### config.mk
export PLATFORM = sky130hd
export DESIGN_NAME = mcp_control_flat
export DESIGN_NICKNAME = d
export VERILOG_FILES = /design/src/rtl/mcp_control_if.sv /design/src/rtl/mcp_control.sv /design/src/flat_wrapper.sv
export SDC_FILE = /design/constraint.sdc
export NUM_CORES = 1
export LEC_CHECK = 0
export CAP_MARGIN = 10
export CELL_PAD_IN_SITES_DETAIL_PLACEMENT = 1
export CELL_PAD_IN_SITES_GLOBAL_PLACEMENT = 1
export CORE_ASPECT_RATIO = 0.75
export CORE_MARGIN = 2
export CORE_UTILIZATION = 28
export DETAILED_ROUTE_END_ITERATION = 16
export GPL_ROUTABILITY_DRIVEN = 1
export PLACE_DENSITY = 0.85
export SYNTH_ARGS = -nofsm -noshare
export SYNTH_HDL_FRONTEND = slang
export SYNTH_SLANG_ARGS = --single-unit
### constraint.sdc
create_clock -name i_clk -period 1.4 [get_ports i_clk]
set_input_delay 0.28 -clock i_clk [delete_from_list [all_inputs] [get_ports i_clk]]
set_output_delay 0.28 -clock i_clk [all_outputs]
set_load 0.02 [all_outputs]
### src/rtl/mcp_control_if.sv
// Datapath-facing bundle of the multicycle controller.
// master: controller side; slave: datapath side.
interface mcp_control_if;
  logic [5:0] i_opcode;
  logic [5:0] i_funct;
  logic       i_zf;
  logic       i_mem_ready;
  logic       o_pc_we;
  logic       o_ir_we;
  logic       o_iord;
  logic       o_mem_read;
  logic       o_mem_write;
  logic       o_reg_write;
  logic       o_reg_dst;
  logic       o_mem_to_reg;
  logic       o_ext_op;
  logic       o_alu_src_a;
  logic [1:0] o_alu_src_b;
  logic [1:0] o_alu_op;
  logic [1:0] o_pc_src;
  logic [3:0] o_state;
  logic       o_illegal;

  modport master (
    input  i_opcode, i_funct, i_zf, i_mem_ready,
    output o_pc_we, o_ir_we, o_iord, o_mem_read,
    output o_mem_write, o_reg_write, o_reg_dst,
    output o_mem_to_reg, o_ext_op, o_alu_src_a,
    output o_alu_src_b, o_alu_op, o_pc_src,
    output o_state, o_illegal
  );

  modport slave (
    output i_opcode, i_funct, i_zf, i_mem_ready,
    input  o_pc_we, o_ir_we, o_iord, o_mem_read,
    input  o_mem_write, o_reg_write, o_reg_dst,
    input  o_mem_to_reg, o_ext_op, o_alu_src_a,
    input  o_alu_src_b, o_alu_op, o_pc_src,
    input  o_state, o_illegal
  );
endinterface

### src/rtl/mcp_control.sv
// Multicycle MIPS-style control FSM.
// Shared instr/data memory, trap on illegal opcode/funct.
module mcp_control (
  input  logic          i_clk,
  input  logic          i_rst,
  mcp_control_if.master bus
);

  typedef enum logic [3:0] {
    FETCH  = 4'd0,
    DECODE = 4'd1,
    MEMADR = 4'd2,
    MEMRD  = 4'd3,
    MEMWB  = 4'd4,
    MEMWR  = 4'd5,
    EXEC   = 4'd6,
    ALUWB  = 4'd7,
    BRANCH = 4'd8,
    JUMP   = 4'd9,
    IEXEC  = 4'd10,
    IWB    = 4'd11,
    TRAP   = 4'd12
  } state_t;

  state_t     state;
  state_t     nxt;
  logic [5:0] op_q;
  logic       funct_ok;

  // State register; opcode captured as DECODE is left
  always_ff @(posedge i_clk) begin
    if (i_rst) begin
      state <= FETCH;
      op_q  <= 6'h00;
    end else begin
      state <= nxt;
      if (state == DECODE)
        op_q <= bus.i_opcode;
    end
  end

  // Legal R-type function codes
  always_comb begin
    funct_ok = 1'b0;
    case (bus.i_funct)
      6'h20, 6'h22, 6'h24,
      6'h25, 6'h2A: funct_ok = 1'b1;
      default:      funct_ok = 1'b0;
    endcase
  end

  // Next state and per-state datapath controls
  always_comb begin
    nxt              = TRAP;
    bus.o_pc_we      = 1'b0;
    bus.o_ir_we      = 1'b0;
    bus.o_iord       = 1'b0;
    bus.o_mem_read   = 1'b0;
    bus.o_mem_write  = 1'b0;
    bus.o_reg_write  = 1'b0;
    bus.o_reg_dst    = 1'b0;
    bus.o_mem_to_reg = 1'b0;
    bus.o_ext_op     = 1'b0;
    bus.o_alu_src_a  = 1'b0;
    bus.o_alu_src_b  = 2'b00;
    bus.o_alu_op     = 2'b00;
    bus.o_pc_src     = 2'b00;
    bus.o_illegal    = 1'b0;
    case (state)
      FETCH: begin
        bus.o_mem_read  = 1'b1;
        bus.o_alu_src_b = 2'b01;
        bus.o_ir_we     = bus.i_mem_ready & ~i_rst;
        bus.o_pc_we     = bus.i_mem_ready & ~i_rst;
        nxt = bus.i_mem_ready ? DECODE : FETCH;
      end
      DECODE: begin
        bus.o_alu_src_b = 2'b11;
        case (bus.i_opcode)
          6'h23, 6'h2B:        nxt = MEMADR;
          6'h00:               nxt = funct_ok ? EXEC : TRAP;
          6'h04, 6'h05:        nxt = BRANCH;
          6'h02:               nxt = JUMP;
          6'h08, 6'h0C, 6'h0D: nxt = IEXEC;
          default:             nxt = TRAP;
        endcase
      end
      MEMADR: begin
        bus.o_alu_src_a = 1'b1;
        bus.o_alu_src_b = 2'b10;
        bus.o_ext_op    = 1'b1;
        nxt = (op_q == 6'h2B) ? MEMWR : MEMRD;
      end
      MEMRD: begin
        bus.o_mem_read = 1'b1;
        bus.o_iord     = 1'b1;
        nxt = bus.i_mem_ready ? MEMWB : MEMRD;
      end
      MEMWB: begin
        bus.o_reg_write  = 1'b1;
        bus.o_mem_to_reg = 1'b1;
        nxt = FETCH;
      end
      MEMWR: begin
        bus.o_mem_write = 1'b1;
        bus.o_iord      = 1'b1;
        nxt = bus.i_mem_ready ? FETCH : MEMWR;
      end
      EXEC: begin
        bus.o_alu_src_a = 1'b1;
        bus.o_alu_op    = 2'b10;
        nxt = ALUWB;
      end
      ALUWB: begin
        bus.o_reg_write = 1'b1;
        bus.o_reg_dst   = 1'b1;
        nxt = FETCH;
      end
      BRANCH: begin
        bus.o_alu_src_a = 1'b1;
        bus.o_alu_op    = 2'b01;
        bus.o_pc_src    = 2'b01;
        bus.o_pc_we     = ((op_q == 6'h04) & bus.i_zf) |
                          ((op_q == 6'h05) & ~bus.i_zf);
        nxt = FETCH;
      end
      JUMP: begin
        bus.o_pc_src = 2'b10;
        bus.o_pc_we  = 1'b1;
        nxt = FETCH;
      end
      IEXEC: begin
        bus.o_alu_src_a = 1'b1;
        bus.o_alu_src_b = 2'b10;
        bus.o_alu_op    = 2'b11;
        bus.o_ext_op    = (op_q == 6'h08);
        nxt = IWB;
      end
      IWB: begin
        bus.o_reg_write = 1'b1;
        nxt = FETCH;
      end
      TRAP: begin
        bus.o_illegal = 1'b1;
        nxt = TRAP;
      end
      default: nxt = TRAP;
    endcase
  end

  assign bus.o_state = state;

endmodule

### src/flat_wrapper.sv
// flat-port wrapper written by rule: the top's interface ports become plain ports
module mcp_control_flat 
  (i_clk, i_rst, bus_i_opcode, bus_i_funct, bus_i_zf, bus_i_mem_ready, bus_o_pc_we, bus_o_ir_we, bus_o_iord, bus_o_mem_read, bus_o_mem_write, bus_o_reg_write, bus_o_reg_dst, bus_o_mem_to_reg, bus_o_ext_op, bus_o_alu_src_a, bus_o_alu_src_b, bus_o_alu_op, bus_o_pc_src, bus_o_state, bus_o_illegal);
  mcp_control_if bus_i ();
  input  logic i_clk;
  input  logic i_rst;
  input wire logic [$bits(bus_i.i_opcode)-1:0] bus_i_opcode;
  input wire logic [$bits(bus_i.i_funct)-1:0] bus_i_funct;
  input wire logic [$bits(bus_i.i_zf)-1:0] bus_i_zf;
  input wire logic [$bits(bus_i.i_mem_ready)-1:0] bus_i_mem_ready;
  output wire logic [$bits(bus_i.o_pc_we)-1:0] bus_o_pc_we;
  output wire logic [$bits(bus_i.o_ir_we)-1:0] bus_o_ir_we;
  output wire logic [$bits(bus_i.o_iord)-1:0] bus_o_iord;
  output wire logic [$bits(bus_i.o_mem_read)-1:0] bus_o_mem_read;
  output wire logic [$bits(bus_i.o_mem_write)-1:0] bus_o_mem_write;
  output wire logic [$bits(bus_i.o_reg_write)-1:0] bus_o_reg_write;
  output wire logic [$bits(bus_i.o_reg_dst)-1:0] bus_o_reg_dst;
  output wire logic [$bits(bus_i.o_mem_to_reg)-1:0] bus_o_mem_to_reg;
  output wire logic [$bits(bus_i.o_ext_op)-1:0] bus_o_ext_op;
  output wire logic [$bits(bus_i.o_alu_src_a)-1:0] bus_o_alu_src_a;
  output wire logic [$bits(bus_i.o_alu_src_b)-1:0] bus_o_alu_src_b;
  output wire logic [$bits(bus_i.o_alu_op)-1:0] bus_o_alu_op;
  output wire logic [$bits(bus_i.o_pc_src)-1:0] bus_o_pc_src;
  output wire logic [$bits(bus_i.o_state)-1:0] bus_o_state;
  output wire logic [$bits(bus_i.o_illegal)-1:0] bus_o_illegal;
  assign bus_i.i_opcode = bus_i_opcode;
  assign bus_i.i_funct = bus_i_funct;
  assign bus_i.i_zf = bus_i_zf;
  assign bus_i.i_mem_ready = bus_i_mem_ready;
  assign bus_o_pc_we = bus_i.o_pc_we;
  assign bus_o_ir_we = bus_i.o_ir_we;
  assign bus_o_iord = bus_i.o_iord;
  assign bus_o_mem_read = bus_i.o_mem_read;
  assign bus_o_mem_write = bus_i.o_mem_write;
  assign bus_o_reg_write = bus_i.o_reg_write;
  assign bus_o_reg_dst = bus_i.o_reg_dst;
  assign bus_o_mem_to_reg = bus_i.o_mem_to_reg;
  assign bus_o_ext_op = bus_i.o_ext_op;
  assign bus_o_alu_src_a = bus_i.o_alu_src_a;
  assign bus_o_alu_src_b = bus_i.o_alu_src_b;
  assign bus_o_alu_op = bus_i.o_alu_op;
  assign bus_o_pc_src = bus_i.o_pc_src;
  assign bus_o_state = bus_i.o_state;
  assign bus_o_illegal = bus_i.o_illegal;
  mcp_control u_core (.i_clk(i_clk), .i_rst(i_rst), .bus(bus_i));
endmodule
==> qor.yml, run 1 <==
run_status:
  status: "aborted with a tool error"
  haltStage: "global routing"
  first-error: "[ERROR DPL-0033] detailed placement checks failed during check placement."
synthesis:
  synth_fa_ha_area_share_pct: 0
  yosysWarnings: 0
  avgSynthCellArea_sq_um: 6.99
  syn_inst: 124
  ys_ff_latch: 10
  synth_xor_area_share_pct: 1.01
  netlist_area_sq_um: 867
  synth_cell_types: 42
  muxShareOfSynthArea_pct: 1.15
  synth_top_family_by_area: "simple AND/OR/NAND/NOR gates"
  syn_nets: 140
  ys_seq_area_share_pct: 23.1
  synth_compound_gate_area_share_pct: 22.8
  yosys.area_share.simple_pct: 46.6
grt:
  antenna_found_initial: 0
  grt_max_degree: 13
timing:
  worst_endpoint_kind: "top-level output"
  worst_endpoint: "bus_o_ext_op"
place:
  io_buffers: 36
  dp.cells: 241
  dpl.hpwl_mm: 3.24
  postPlaceCellArea_sq_mm: 0.00171
  gp_congestion: 0.885
clocking:
  cts.sinks: 10
  cts_hold_buf: 0
  h-tree-depth: 1
  root_buffer: "clkbuf_8"
  clockBufferDepth: 2
  cts_made_buffers: 3
die:
  io_pins: 37
  die_w_um: 68.3
  die_h_um: 52.2
  rows: 17
  start_util_pct: 29.3
-- cells in the mapped netlist (all sizes together) --
| cell | number | area (sq um) |
|---|---|---|
| mux2i | 1 | 10.0 |
| xnor2 | 1 | 8.76 |
| a211oi | 1 | 7.51 |
| o32ai | 1 | 8.76 |
| nor3b | 3 | 27.5 |
| o311a | 1 | 10.0 |
| nand4b | 1 | 8.76 |
| a311oi | 1 | 8.76 |
| a41oi | 1 | 16.3 |
| o31a | 1 | 8.76 |
| nand2 | 18 | 67.6 |
| nand2b | 10 | 65.1 |
| a31oi | 1 | 6.26 |
| and3 | 2 | 12.5 |
| o22ai | 1 | 6.26 |
| dfxtp | 10 | 200 |
| nand3b | 1 | 7.51 |
| and4 | 1 | 8.76 |
| and2 | 3 | 18.8 |
| o211ai | 2 | 20.0 |
| inv | 4 | 15.0 |
| buf | 5 | 27.5 |
| nand3 | 2 | 15.0 |
| nor2 | 15 | 63.8 |
| nor4 | 2 | 18.8 |
| o21ai | 7 | 35.0 |
| o31ai | 1 | 7.51 |
| or3 | 3 | 18.8 |
| a21oi | 11 | 55.1 |
| nor3 | 11 | 71.3 |
| o21bai | 1 | 7.51 |
| clkbuf | 1 | 3.75 |
-- cells by family after synthesis --
logic type / count (synthesis)
flip-flops: 10
AND/OR/NAND/NOR: 72
XOR/XNOR: 1
AO/OA/AOI/OAI: 30
multiplexers: 1
buffers and inverters: 10
-- through the flow --
step                TNS, ps  setup slack [ps]  hold WS [ps]
CTS                   -2930              -386           604
detailed placement    -9880              -719           591
global placement      -8270              -672           563
floorplan              -428              -280           416
-- what timing repair did --
item | CTS
resized for setup | 168
endpoints found under the setup margin | 31
setup buffers | 6
pin swaps | 23
==> run 2, diff against run 1 <==
==> config.mk (replaced) <==
export PLATFORM = sky130hd
export DESIGN_NAME = mcp_control_flat
export DESIGN_NICKNAME = d
export VERILOG_FILES = /design/src/rtl/mcp_control_if.sv /design/src/rtl/mcp_control.sv /design/src/flat_wrapper.sv
export SDC_FILE = /design/constraint.sdc
export NUM_CORES = 1
export LEC_CHECK = 0
export CAP_MARGIN = 10
export CORE_AREA = 2 2 63 65
export DETAILED_ROUTE_END_ITERATION = 16
export DIE_AREA = 0 0 65 67
export GPL_ROUTABILITY_DRIVEN = 1
export PLACE_DENSITY_LB_ADDON = 0.15
export SYNTH_ARGS = -nofsm -noshare
export SYNTH_HDL_FRONTEND = slang
export SYNTH_SLANG_ARGS = --single-unit
==> qor.yml, run 2 <==
die:
  io_pins: 37  # unchanged
  rows: 22  # +5
  start_util_pct: 24.0  # -5.3 points
  die_h_um: 67  # +28%
  core-area_sq_mm: 0.00361
  die_w_um: 65  # -4.8%
  dieArea_sq_mm: 0.00436
power_and_ir_drop:
  switchingPower_w: 0.000420
  power.share.combinational_pct: 46.5
  p_leak_nw: 0.918
  p_per_area_mw_per_mm2: 585
  pwr-share-clk_pct: 28.7
  p_int_w: 0.000874
  p_seq_share_pct: 24.8
  sw_frac_of_total_pct: 32.5
  peakVddDrop_v: 0.000367
drt:
  avgRoutedWirePerCell_um: 13.6
  drtAntennaViolNets: 0
  num_vias: 1276
  vias_per_cell: 4.80
  first_iter_violations: 16
  wl_mm: 3.61
  drt_pre_antenna_iters: 4
  drc: 0
worst_setup_path:
  slowest_delay_ps: 380
  end_kind: "output pin"
  critPathKind: "reg -> out"
  rr_startpoint: "u_core.bus.o_state[0]"
  arrival_ps: 1450
  cp.required_ps: 1120
  crit_start: "u_core.op_q[4]"
  rr_worst_depth: 8
  slowest_stage: "or3_4"
  critical_path_cell_count: 4
  rrSetupSlack_ps: -40
  path_cells: "or3_4, o31a_1, nor3_4, buf_6"
  crit_path_start_kind: "flop"
  critPathTopFamily: "simple AND/OR/NAND/NOR gates"
  crit_fanout: 2
  reg2reg_to: "u_core.op_q[1]"
  crit_path_end: "bus_o_ext_op"
  path_buf_inv: 1
clocking:
  root_buffer: "clkbuf_8"
  h-tree-depth: 1  # unchanged
  cts_tree: "built"
  clk_pin_slew_ps: 40
  cts.sinks: 10  # unchanged
  clockBufferDepth: 2  # unchanged
  clkLatencyLatePin_ps: 250
  cts_made_buffers: 3  # unchanged
synthesis:
  avgSynthCellArea_sq_um: 6.99  # unchanged
  synth_area_leaders: "dfxtp_1 23%, nand2_1 7.8%, nand2b_1 6.5%, a21oi_1 6.3%, nor2_1 6.1%"
  netlist_area_sq_um: 867  # unchanged
  yosys.area.top_type: "dfxtp_1"
  syn_inst: 124  # unchanged
  syn_nets: 140  # unchanged
  ys_seq_area_share_pct: 23.1  # unchanged
  synth_edf_count: 0  # unchanged
  synth_common_cells: "18 x nand2_1, 14 x nor2_1, 11 x a21oi_1"
  ys_ff_latch: 10  # unchanged
  yosysWarnings: 0  # unchanged
  async_flop_share_pct: 0  # unchanged
  synth_cell_types: 42  # unchanged
  synth.most_common_cell: "nand2_1"
  yosys.area.top_type_share_pct: 23.1  # unchanged
  ys.flop_type: "dfxtp_1"
place:
  dpl.hpwl_mm: 2.45  # -24%
  io_buffers: 36  # unchanged
  postPlaceCellArea_sq_mm: 0.00170  # -0.59%
  gp_congestion: 0.836  # -5.5%
grt:
  grt_pass1_vias: 1247
  antenna_found_initial: 0
  gr-total-overflow: 0
  grt_first_pass_wirelength_mm: 5.48
  grt_max_degree: 13
  track_usage_pct: 16.5
min_path:
  hp-class: "in -> reg"
timing:
  skew_ps: 10.4
  setup_viol: 22
  hold_slack_ps: 485
  final_hold_viol_count: 0
  fmax_ghz: 0.577
  min_period_ps: 1730
  tightest_slew_ps: 248
  finalCritPeriodShare_pct: 124
  relSlewSlack_pct: 83.3
  grt_setup_unrepaired: "true"
  final_max_slew_viol_count: 0
  setup_tns_ps: -2180
  setup_slack_ps: -332
cells_and_area:
  antenna-diode-count: 0
  regMostFlops: "u_core.op_q"
  stdcell_area_sq_mm: 0.00221
  area_growth_pct: 155
  drive_gt1_share_pct: 63.8
  final_common_cell: "buf_6"
  largest_reg_flops: 6
  final_net_count: 235
  final_cell_mix: "37 x buf_6, 36 x buf_4, 10 x nand2_1"
run_status:
  violations: "negative setup slack"
  status: "complete, but fails checks"
job:
  drv_cap: 0
## run 2: cell counts after synthesis
No cell type changed its count.
## run 2: logic make-up after synthesis
family / after synthesis / synth area share [%]
buf+inv: 10 / 5.34
flops: 10 / 23.1
simple gates: 72 / 46.6
xor+xnor: 1 / 1.01
mux: 1 / 1.15
compound gates: 30 / 22.8
## run 2: metrics by stage
| step | utilization [%] | std cells | setup WS (ps) | power (W) |
|---|---|---|---|---|
| after CTS | 56.1 | 260 | -378 | 0.00123 |
| after floorplan | - | 124 | -280 | 0.000542 |
| after global placement | 47.2 | 248 | -693 | 0.000786 |
| after global routing | 61.3 | 266 | -398 | 0.00135 |
| after detailed placement | 47.2 | 248 | -720 | 0.000791 |
| final | 61.3 | 266 | -332 | 0.00129 |
## run 2: worst min path at each step
stage	from	endpoint	slack (ps)	cells past startpoint
floorplan	bus_i_opcode[2]	u_core.op_q[2]	420	2
global placement	u_core.op_q[2]	u_core.op_q[2]	560	3
CTS	u_core.op_q[3]	u_core.op_q[3]	570	3
finish	bus_i_opcode[3]	u_core.op_q[3]	490	4
detailed placement	u_core.op_q[3]	u_core.op_q[3]	570	3
global route	bus_i_opcode[3]	u_core.op_q[3]	510	4
## run 2: cell type report
class,instances,area [sq um]
clock buffer,4,55.1
fill,294,1400
inverter,4,15.0
multi-input combinational,104,931
sequential,10,213
tap,48,60.1
timing repair buffer,96,937
## run 2: repair_timing
action                     CTS  global route
gates cloned                 0             1
setup endpoints to repair   30            28
gates resized for setup    157            39
pin swaps                   12            23
hold buffers                 0             0
buffers inserted             8             9
## run 2: metal layers
layer | track usage [%] | vias up | part of all wire, %
li1 | - | 634 | -
met1 | 17.1 | 606 | 40
met2 | 32.5 | 32 | 54
met3 | 1.86 | 4 | 3.8
met4 | 7.98 | 0 | 1.8
met5 | 0 | - | 0
## run 2: tightest hold or removal path, delay by kind of cell
kind	cells	cell delay [ps]
AND/OR/NAND/NOR	1	60
buffers and inverters	2	300
AO/OA/AOI/OAI	1	40
## run 2: power groups by stage
stage,clock [W],sequential (W),combinational (W)
finish,0.000372,0.000321,0.000601
global route,0.000389,0.000322,0.000641
CTS,0.000370,0.000321,0.000543
detailed placement,0,0.000325,0.000466
global placement,0,0.000325,0.000462
floorplan,0,0.000332,0.000209
Note: power is estimated with default switching activity, not from simulation.
